**config.mk**
```make
export PLATFORM = sky130hd
export DESIGN_NAME = dmem_port_arbiter
export DESIGN_NICKNAME = d
export VERILOG_FILES = /design/src/rtl/dmem_port_arbiter_pkg.sv /design/src/rtl/dmem_req_mux.sv /design/src/rtl/dmem_port_arbiter.sv
export SDC_FILE = /design/constraint.sdc
export NUM_CORES = 1
export LEC_CHECK = 0
export ABC_AREA = 1
export BUFFER_PORTS_ARGS = -buffer_cell sky130_fd_sc_hd__buf_4
export CAP_MARGIN = 20
export CORE_AREA = 2 2 96 98
export CTS_CLUSTER_SIZE = 24
export DETAILED_ROUTE_END_ITERATION = 8
export DIE_AREA = 0 0 98 100
export MAX_ROUTING_LAYER = met4
export SYNTH_ARGS = -nofsm -noshare
export SYNTH_HDL_FRONTEND = slang
export SYNTH_SLANG_ARGS = --single-unit
```
**constraint.sdc**
```tcl
create_clock -name clk -period 1.9 [get_ports clk]
set_clock_uncertainty 0.05 [all_clocks]
set_input_delay 0.38 -clock clk [delete_from_list [all_inputs] [get_ports clk]]
set_output_delay 0.38 -clock clk [all_outputs]
set_load 0.005 [all_outputs]
```
**src/rtl/dmem_port_arbiter_pkg.sv**
```systemverilog
// Shared types for the data-SRAM port arbiter:
// read-return owner and priority FSM encodings.
package dmem_port_arbiter_pkg;

  typedef enum logic [1:0] {
    OWNER_NONE = 2'd0,
    OWNER_CPU  = 2'd1,
    OWNER_CTX  = 2'd2
  } rd_owner_e;

  typedef enum logic {
    ARB_CPU_PRI = 1'b0,
    ARB_CTX_PRI = 1'b1
  } arb_state_e;

  localparam int unsigned STARVE_W = 4;

endpackage

```
**src/rtl/dmem_req_mux.sv**
```systemverilog
// Combinational steering of the granted requester onto the SRAM pins.
// In: cpu/ctx select + request fields. Out: mem_ceb/web/addr/mask/wdata.
module dmem_req_mux
  import dmem_port_arbiter_pkg::*;
#(
  parameter int ADDR_W = 10,
  parameter int DATA_W = 32,
  parameter int MASK_W = DATA_W / 8
) (
  input  logic              cpu_sel_i,
  input  logic              cpu_we_i,
  input  logic [ADDR_W-1:0] cpu_addr_i,
  input  logic [MASK_W-1:0] cpu_mask_i,
  input  logic [DATA_W-1:0] cpu_wdata_i,
  input  logic              ctx_sel_i,
  input  logic              ctx_we_i,
  input  logic [ADDR_W-1:0] ctx_addr_i,
  input  logic [MASK_W-1:0] ctx_mask_i,
  input  logic [DATA_W-1:0] ctx_wdata_i,
  output logic              mem_ceb_o,
  output logic              mem_web_o,
  output logic [ADDR_W-1:0] mem_addr_o,
  output logic [MASK_W-1:0] mem_mask_o,
  output logic [DATA_W-1:0] mem_wdata_o
);

  always_comb begin
    mem_ceb_o   = 1'b1;
    mem_web_o   = 1'b1;
    mem_addr_o  = '0;
    mem_mask_o  = '0;
    mem_wdata_o = '0;
    unique case (1'b1)
      cpu_sel_i: begin
        mem_ceb_o   = 1'b0;
        mem_web_o   = ~cpu_we_i;
        mem_addr_o  = cpu_addr_i;
        mem_mask_o  = cpu_mask_i;
        mem_wdata_o = cpu_wdata_i;
      end
      ctx_sel_i: begin
        mem_ceb_o   = 1'b0;
        mem_web_o   = ~ctx_we_i;
        mem_addr_o  = ctx_addr_i;
        mem_mask_o  = ctx_mask_i;
        mem_wdata_o = ctx_wdata_i;
      end
      default: ;
    endcase
  end

endmodule

```
**src/rtl/dmem_port_arbiter.sv**
```systemverilog
// Arbitrates the single-port data SRAM between CPU and CTX engine.
// Ports: cpu_*/ctx_* request+return, mem_* SRAM pins, clk, resetn.
module dmem_port_arbiter
  import dmem_port_arbiter_pkg::*;
#(
  parameter int ADDR_W     = 10,
  parameter int DATA_W     = 32,
  parameter int STARVE_MAX = 4
) (
  input  logic                  clk,
  input  logic                  resetn,
  input  logic                  cpu_req_i,
  input  logic                  cpu_we_i,
  input  logic [ADDR_W-1:0]     cpu_addr_i,
  input  logic [DATA_W/8-1:0]   cpu_mask_i,
  input  logic [DATA_W-1:0]     cpu_wdata_i,
  output logic                  cpu_gnt_o,
  output logic                  cpu_rvalid_o,
  output logic [DATA_W-1:0]     cpu_rdata_o,
  input  logic                  ctx_req_i,
  input  logic                  ctx_we_i,
  input  logic [ADDR_W-1:0]     ctx_addr_i,
  input  logic [DATA_W/8-1:0]   ctx_mask_i,
  input  logic [DATA_W-1:0]     ctx_wdata_i,
  output logic                  ctx_gnt_o,
  output logic                  ctx_rvalid_o,
  output logic [DATA_W-1:0]     ctx_rdata_o,
  output logic                  mem_ceb_o,
  output logic                  mem_web_o,
  output logic [ADDR_W-1:0]     mem_addr_o,
  output logic [DATA_W/8-1:0]   mem_mask_o,
  output logic [DATA_W-1:0]     mem_wdata_o,
  input  logic [DATA_W-1:0]     mem_rdata_i
);

  localparam logic [STARVE_W-1:0] STARVE_LIM =
    STARVE_W'(STARVE_MAX);

  arb_state_e          state_q, state_d;
  logic [STARVE_W-1:0] starve_q, starve_d;
  rd_owner_e           owner_q, owner_d;

  logic cpu_gnt, ctx_gnt;

  // Grants are held low while reset is asserted so the SRAM
  // never sees a chip enable during reset.
  assign cpu_gnt = resetn & cpu_req_i &
                   (~ctx_req_i | (state_q == ARB_CPU_PRI));
  assign ctx_gnt = resetn & ctx_req_i &
                   (~cpu_req_i | (state_q == ARB_CTX_PRI));

  assign cpu_gnt_o = cpu_gnt;
  assign ctx_gnt_o = ctx_gnt;

  always_comb begin
    state_d  = state_q;
    starve_d = starve_q;
    owner_d  = OWNER_NONE;

    if (ctx_gnt || !ctx_req_i) begin
      starve_d = '0;
    end else if (state_q == ARB_CPU_PRI &&
                 starve_q < STARVE_LIM) begin
      starve_d = starve_q + STARVE_W'(1);
    end

    // Priority flips the same edge the count hits the limit,
    // and drops back after the one CTX slot is used.
    unique case (state_q)
      ARB_CPU_PRI:
        if (starve_d == STARVE_LIM) state_d = ARB_CTX_PRI;
      ARB_CTX_PRI:
        if (ctx_gnt || !ctx_req_i) state_d = ARB_CPU_PRI;
    endcase

    unique case (1'b1)
      cpu_gnt & ~cpu_we_i: owner_d = OWNER_CPU;
      ctx_gnt & ~ctx_we_i: owner_d = OWNER_CTX;
      default: ;
    endcase
  end

  always_ff @(posedge clk or negedge resetn) begin
    if (!resetn) begin
      state_q  <= ARB_CPU_PRI;
      starve_q <= '0;
      owner_q  <= OWNER_NONE;
    end else begin
      state_q  <= state_d;
      starve_q <= starve_d;
      owner_q  <= owner_d;
    end
  end

  assign cpu_rvalid_o = (owner_q == OWNER_CPU);
  assign ctx_rvalid_o = (owner_q == OWNER_CTX);
  assign cpu_rdata_o  = mem_rdata_i;
  assign ctx_rdata_o  = mem_rdata_i;

  dmem_req_mux #(
    .ADDR_W (ADDR_W),
    .DATA_W (DATA_W)
  ) u_mux (
    .cpu_sel_i   (cpu_gnt),
    .cpu_we_i    (cpu_we_i),
    .cpu_addr_i  (cpu_addr_i),
    .cpu_mask_i  (cpu_mask_i),
    .cpu_wdata_i (cpu_wdata_i),
    .ctx_sel_i   (ctx_gnt),
    .ctx_we_i    (ctx_we_i),
    .ctx_addr_i  (ctx_addr_i),
    .ctx_mask_i  (ctx_mask_i),
    .ctx_wdata_i (ctx_wdata_i),
    .mem_ceb_o   (mem_ceb_o),
    .mem_web_o   (mem_web_o),
    .mem_addr_o  (mem_addr_o),
    .mem_mask_o  (mem_mask_o),
    .mem_wdata_o (mem_wdata_o)
  );

endmodule

```
---- Word level (Yosys, flattened, before mapping) ----
Cells that the tools add are included.
word-level totals
  output and inout bits ................... 116
  logic and storage cells ................. 36
  register bits ........................... 7
  bits of input ports ..................... 130
cells by class
  multiplexer cells ....................... 11
  reductions and logical operators ........ 4
  eq/ne operators ......................... 3
  $lt $le $gt $ge ......................... 1
  bitwise logic cells ..................... 13
  $add $sub $neg .......................... 1
operators with widths
  kind                                                                           number
  32-bit one-hot mux with 2 select lines                                         1
  10-bit one-hot mux with 2 select lines                                         1
  4-bit 2-to-1 mux                                                               2
  4-bit one-hot mux with 2 select lines                                          1
  1-bit bitwise AND                                                              6
  1-bit NOT                                                                      5
  4-bit by 1-bit adder with 4-bit output (second input constant)                 1
  4-bit by 3-bit == test with 1-bit output (second input constant)               1
  4-bit by 3-bit less-than comparator with 1-bit output (second input constant)  1
  1-bit one-hot mux with 2 select lines                                          2
  2-bit one-hot mux with 2 select lines                                          1
  1-bit 2-to-1 mux                                                               3
  2-bit by 1-bit == test with 1-bit output (second input constant)               1
  2-bit == test (second input constant)                                          1
  1-bit bitwise OR                                                               2
  2-bit OR reduction                                                             1
  1-bit logical AND                                                              1
  1-bit logical NOT                                                              1
  1-bit logical OR                                                               1

---- Depth between registers and ports, before layout ----
Gate-level depths: netlist of the first run.
  depth after elaboration ................. 8
  mapped depth ............................ 8
  gate-level depth less buffers ........... 8

---- Hierarchy ----
A second synthesis of the first run with hierarchy kept.
second synthesis, totals
  cell total of the unflattened synthesis .. 269
  area total of the unflattened synthesis .. 1473.9 µm²
by module, submodules not included
  module             cells an instance  seq. area each (µm²)  area an instance (µm²)  times used
  dmem_port_arbiter  112                175.2                 855.8                   1
  dmem_req_mux       157                0.0                   618.1                   1

---- Least setup slack after synthesis of the first run ----
Ideal clock, no wire load.
  path kind ............................... reg-to-output
  start point ............................. register state_q
  end point ............................... output mem_addr_o[2]
  stages on the path, launching flop included .. 8
  arrival ................................. 1.065 ns
  path buffers ............................ 2
  data required time ...................... 1.470 ns
  path slack .............................. 0.405 ns
  cells stage by stage .................... dfrtp_1 > inv_1 > nand2_1 > nand2_2 > inv_2 > buf_6 > buf_6 > a22o_1
between the ends
  longest elaborated chain between the ends .. 4
  elaborated cells on any way between the ends .. 6
  classes of those cells .................. mux: 1; bitwise: 5
RTL lines
  element                                   line                     RTL
  start: declaration                        dmem_port_arbiter.sv:39  arb_state_e state_q, state_d;
  start signal: assignment                  dmem_port_arbiter.sv:89  state_q <= state_d;
  1-bit NOT                                 --
  1-bit bitwise OR                          dmem_port_arbiter.sv:48  (~ctx_req_i | (state_q == ARB_CPU_PRI));
  1-bit bitwise AND                         dmem_port_arbiter.sv:47  assign cpu_gnt = resetn & cpu_req_i &
  10-bit one-hot mux with 2 select lines *  dmem_req_mux.sv:33       unique case (1'b1)
  end: declaration                          dmem_port_arbiter.sv:30  output logic [ADDR_W-1:0] mem_addr_o,
Every way passes the cells marked *; elsewhere a longest branch is shown, timed or not.

---- Worst setup path in the final report of the first run ----
Same ends and word-level chain as after synthesis.

==> results.cfg, run 1 <==
[clocking]
clk_pin_slew_worst_paths_ns = 0.04
root_buffer = clkbuf_8
clkSinkCount = 7
cts_buffers = 3
h-tree-depth = 1
cts.path.max_buffers = 2
hold_buffers = 0
clock_insertion_delay_worst_skew_ns = 0.23
tritoncts = yes

[grt]
grt_pass1_vias = 1433
grt_use_total_pct = 9.258
grt_overflow_total = 0
grt_start_max_net_pins = 38
antenna_found_initial = 0
grt_pass1_wl_um = 7134

[yosys]
synth-seq-cells = 7
syn-num-nets = 302
synth_cells = 171
syn_area_um2 = 1343
synth_warnings = 0
synth.yosys.seq_area_share_pct = 13.05
avgSynthCellArea_um2 = 7.851
synth.distinct_cells = 16

[flow_run]
maxCapViolations = 0

[floorplan]
fp-row-count = 35
top_level_ports = 246
die_y_um = 100
start_util_pct = 15.10
die_area_um2 = 9800
core_area_um2 = 8890
die-width_um = 98

[power]
leakagePower_nw = 1.286
ir_worst_vdd_mv = 0.2380
powerDensity_nw_per_um2 = 368.4

[cells_and_area]
n_antenna_cell = 0
nNetsFinal = 394
final_cell_count_no_fill = 373
drive_gt1_share_pct = 65.27
syn2layout_area_growth_pct = 70.92
finalInstanceArea_um2 = 2295
final_cell_mix = buf_4 (151), a22o_1 (46), nand2_1 (12), inv_1 (12)
final_common_cell = buf_4

[routing]
ant_nets = 0
vias = 1518
first_iter_violations = 21
highest_layer = met4
wl_met1_um = 2055
routed_wl_um = 5705
wl_met2_um = 2881
drc_errors = 0
drt-vias-per-instance = 4.070
post_drt_wl_per_cell_um = 15.29
dr.pass1.iters = 4
wl_met3_um = 750

[worst_setup_path]
worstSetupPathType = reg2out
path_max_fanout = 9
worstPathRequired_ns = 1.47
r2r-start = state_q$_DFF_PN0_
reg2reg_depth = 8
cp_num_cells = 7
critPathSlowestCell = dfrtp_1
startpoint = state_q$_DFF_PN0_
critPathCaptureType = output pin
cp.arrival_ns = 1.43
cp-start-kind = register
worstPathCellList = inv_1 -> nand2_2 -> nand2_4 -> inv_8 -> clkbuf_16 -> a22o_1 -> buf_4
crit_family = buffers and inverters
r2r_setup_slack_ns = 0.55
critPathBufInv = 4
rr_endpoint = state_q$_DFF_PN0_
setup.worst_path.end = mem_addr_o[2]
max_stage_delay_ns = 0.39

[sta]
finalCritPeriodShare_pct = 98.03
rsz0062_at_grt = yes
fin_ws_ns = 0.03743
maxSlewViolCount = 0
tightest_slew_ns = 0.2747
hold_viol = 0
fmax_mhz = 536.9
setup_viol = 0
relSlewSlack_pct = 81.62
fin_crit_ns = 1.863
setup-tns-final_ns = 0

[place]
io_buffers = 149
dp_hpwl_um = 4099
placedCellCount = 362
gp_congestion = 0.7530
pre_cts_ws_ns = 0.1665
placed_area_um2 = 2093

[hold_path]
min_path_type = in2async

[status]
status = complete, no violations
## cell type report
cell class	count	area [um^2]
Fill cell	977	6595
Clock buffer	3	41.29
Sequential cell	7	175.2
Clock inverter	1	5.005
Tap cell	111	138.9
Multi-Input combinational cell	76	553.0
Inverter	14	62.56
Timing Repair Buffer	161	1319
## stage by stage
step	hold slack [ns]	util (%)	power [mW]
after detailed placement	0.2646	23.55	0.6030
final	0.01616	25.81	0.8453
after global routing	0.01610	25.81	0.9050
after CTS	0.01587	24.15	0.8186
after global placement	0.2564	23.55	0.5948
after floorplan	0.03441	-	0.4233
## where the power goes
group | internal [mW] | total [mW] | switching (mW)
Clock | 0.142 | 0.209 | 0.0664
Combinational | 0.304 | 0.471 | 0.167
Sequential | 0.159 | 0.166 | 0.00656
Total | 0.606 | 0.845 | 0.240
## worst min-delay path by stage
stage / startpoint / endpoint / slack (ns) / depth (start not counted)
after floorplan: resetn / owner_q[0]$_DFF_PN0_ / 0.03 / 0
after global placement: resetn / starve_q[3]$_DFF_PN0_ / 0.26 / 2
after detailed placement: resetn / state_q$_DFF_PN0_ / 0.26 / 2
after CTS: resetn / state_q$_DFF_PN0_ / 0.02 / 2
after global routing: resetn / state_q$_DFF_PN0_ / 0.02 / 2
final: resetn / state_q$_DFF_PN0_ / 0.02 / 2
## cells by family (layout without fill, tap and decap cells)
group	count (synthesis)	in the layout	share of synthesized area [%]
AO/OA/AOI/OAI	48	48	30.76
flip-flops	7	7	13.05
AND/OR/NAND/NOR	27	27	8.948
buffers and inverters	88	179	46.32
adder cells (fa/ha/maj)	1	1	0.9318
## synth_stat cells
cell      count  share of area, %
a22o_1       46                30
ha_1          1              0.93
inv_1        12               3.4
nand3_1       3               1.1
nand2_1      13               3.6
nand3_2       1              0.75
nor2_1        7               2.0
or2_2         1              0.47
buf_2         2              0.75
buf_4        67                37
inv_2         2              0.56
nand2_2       1              0.47
buf_6         5               4.2
nand3b_1      1              0.56
dfrtp_1       7                13
a21oi_1       2              0.75
## layer usage
layer | GRT usage [%] | up-vias
met2 | 15.96 | 138
met4 | 1.603 | 0
met5 | - | -
li1 | - | 710
met3 | 4.875 | 4
met1 | 9.568 | 666
## registers in the layout, summed over array words and instances, names as in the netlist
name	cells
state_q	1
starve_q	4
owner_q	2
## timing repair
| item | 4_1_cts | 5_1_grt |
|---|---|---|
| setup endpoints to repair | 1 | 46 |
| resized for setup | 0 | 8 |
| cloned | 0 | 6 |
| buffers inserted | 1 | 0 |
| pin swaps | 0 | 3 |
No activity file was read; power rests on OpenSTA's default activity.
==> run 2: changes to the inputs <==
==> constraint.sdc (replaced) <==
create_clock -name clk -period 2.05 [get_ports clk]
set_clock_uncertainty 0.05 [all_clocks]
set_input_delay 0.41 -clock clk [delete_from_list [all_inputs] [get_ports clk]]
set_output_delay 0.41 -clock clk [all_outputs]
set_load 0.005 [all_outputs]
==> run 2 against run 1 <==
Net effect: sequential share of layout area grew 0.54 points; clock-buffer cell count is the same; core utilization shrank 1.7 points; combinational power shrank 16%; worst setup slack gained 0.10 ns; design area shrank 6.7%; worst hold slack gained 0.27 ns; first-iteration DRC count shrank 4.8%; cell count shrank 1.9%; die area is the same; critical path depth is the same; via count shrank 3.6%; largest cell class unchanged; largest power group unchanged; highest routed layer unchanged.
==> results.cfg, run 2 (same netlist as run 1, synthesis figures left out) <==
[status]
status = complete, no violations

[routing]
ant_nets = 0
vias = 1463
first_iter_violations = 20
post_drt_wl_per_cell_um = 13.09
dr.pass1.iters = 4
drc_errors = 0
routed_wl_um = 4792
drt-vias-per-instance = 3.997

[power]
ir_worst_vdd_mv = 0.2609
leakagePower_nw = 1.215
powerDensity_nw_per_um2 = 348.8

[clocking]
clkSinkCount = 7
cts-resized-gates = 0
h-tree-depth = 1
root_buffer = clkbuf_8
tritoncts = yes
clock_insertion_delay_worst_skew_ns = 0.23
cts_buffers = 3
hold_buffers = 1
postCtsSetupRepairBufs = 0
cts.path.max_buffers = 2
clk_pin_slew_worst_paths_ns = 0.04

[cells_and_area]
largest_reg_flops = 4
max_flop_register = starve_q
reg_top3 = starve_q (4), owner_q (2), state_q (1)
fillers = 973
drive_gt1_share_pct = 63.53
syn2layout_area_growth_pct = 59.55
n_antenna_cell = 0
final_cell_mix = buf_4 (151), a22o_1 (46), nand2_1 (13)
final_common_cell = buf_4
finalInstanceArea_um2 = 2142
nNetsFinal = 387

[worst_setup_path]
worstPathRequired_ns = 1.59
cp.arrival_ns = 1.45
worstSetupPathType = reg2out
cp-start-kind = register
path_max_fanout = 37
critPathCaptureType = output pin

[flow_run]
maxCapViolations = 0

[sta]
rsz0062_at_grt = no
fin_crit_ns = 1.912
relSlewSlack_pct = 78.16
setup_viol = 0
finalCritPeriodShare_pct = 93.28
setup-tns-final_ns = 0
tightest_slew_ns = 0.3265
fmax_mhz = 522.9
hold_viol = 0
maxSlewViolCount = 0

[grt]
grt_start_max_net_pins = 38
antenna_found_initial = 0
grt_overflow_total = 0
grt_pass1_wl_um = 6693
grt_use_total_pct = 8.683
grt_pass1_vias = 1377

[place]
dp_hpwl_um = 3949
placed_area_um2 = 2086
io_buffers = 149
gp_congestion = 0.7254

[floorplan]
top_level_ports = 246
die-width_um = 98
fp-row-count = 35
die_y_um = 100
core_area_um2 = 8890
start_util_pct = 15.10
die_area_um2 = 9800

[hold_path]
min_path_type = in2reg
## run 2: metrics by stage
step           setup slack (ns)  utilization, %  power [mW]  hold slack [ns]  cells
2_1_floorplan            0.5254               -      0.3923          0.06441    171
3_3_place_gp             0.2470           23.46      0.5498           0.1812    361
3_5_place_dp             0.2271           23.46      0.5547           0.1861    361
4_1_cts                  0.1278           24.10      0.7583           0.2842    366
5_1_grt                 0.03712           24.10      0.7978           0.2950    366
6_report                 0.1377           24.10      0.7472           0.2841    366
## run 2: area by class of cell
class	instances	area, um^2	area share, %
clock buffer	3	41.29	1.928
clock inverter	1	5.005	0.2336
timing repair buffer	154	1184	55.26
sequential	7	175.2	8.178
tap	111	138.9	6.484
multi-input combinational	76	545.5	25.47
inverter	14	52.55	2.453
## run 2: worst paths after layout
kind	start	endpoint	slack, ns	cells after the start
worst min-delay path	ctx_we_i	owner_q[1]$_DFF_PN0_	0.28	2
max in group asynchronous	resetn	starve_q[3]$_DFF_PN0_	1.13	2
worst max register to register	state_q$_DFF_PN0_	state_q$_DFF_PN0_	0.77	7
worst min register to register	starve_q[3]$_DFF_PN0_	starve_q[3]$_DFF_PN0_	0.44	2
worst max-delay path	state_q$_DFF_PN0_	mem_wdata_o[30]	0.14	7
min in group asynchronous	resetn	starve_q[0]$_DFF_PN0_	0.57	2
## run 2: metal layers
layer | vias up | wire [um] | track usage [%]
met2 | 146 | 2360 | 14.54
met4 | 0 | 23 | 1.923
met1 | 618 | 1637 | 9.095
li1 | 695 | - | -
met5 | - | 0 | -
met3 | 4 | 769 | 4.666
## run 2: where the power goes
group	switching (mW)	leakage (nW)	internal, mW
sequential	0.00699	0.0949	0.148
combinational	0.137	1.09	0.259
clock	0.0646	0.0255	0.132
## run 2: worst max-delay path: stages, from the launching register on
cell     delay, ns
dfrtp_1       0.41
inv_1         0.06
nand2_1       0.05
nand2_2       0.09
inv_2         0.06
buf_12        0.16
a22o_1        0.23
buf_4         0.13
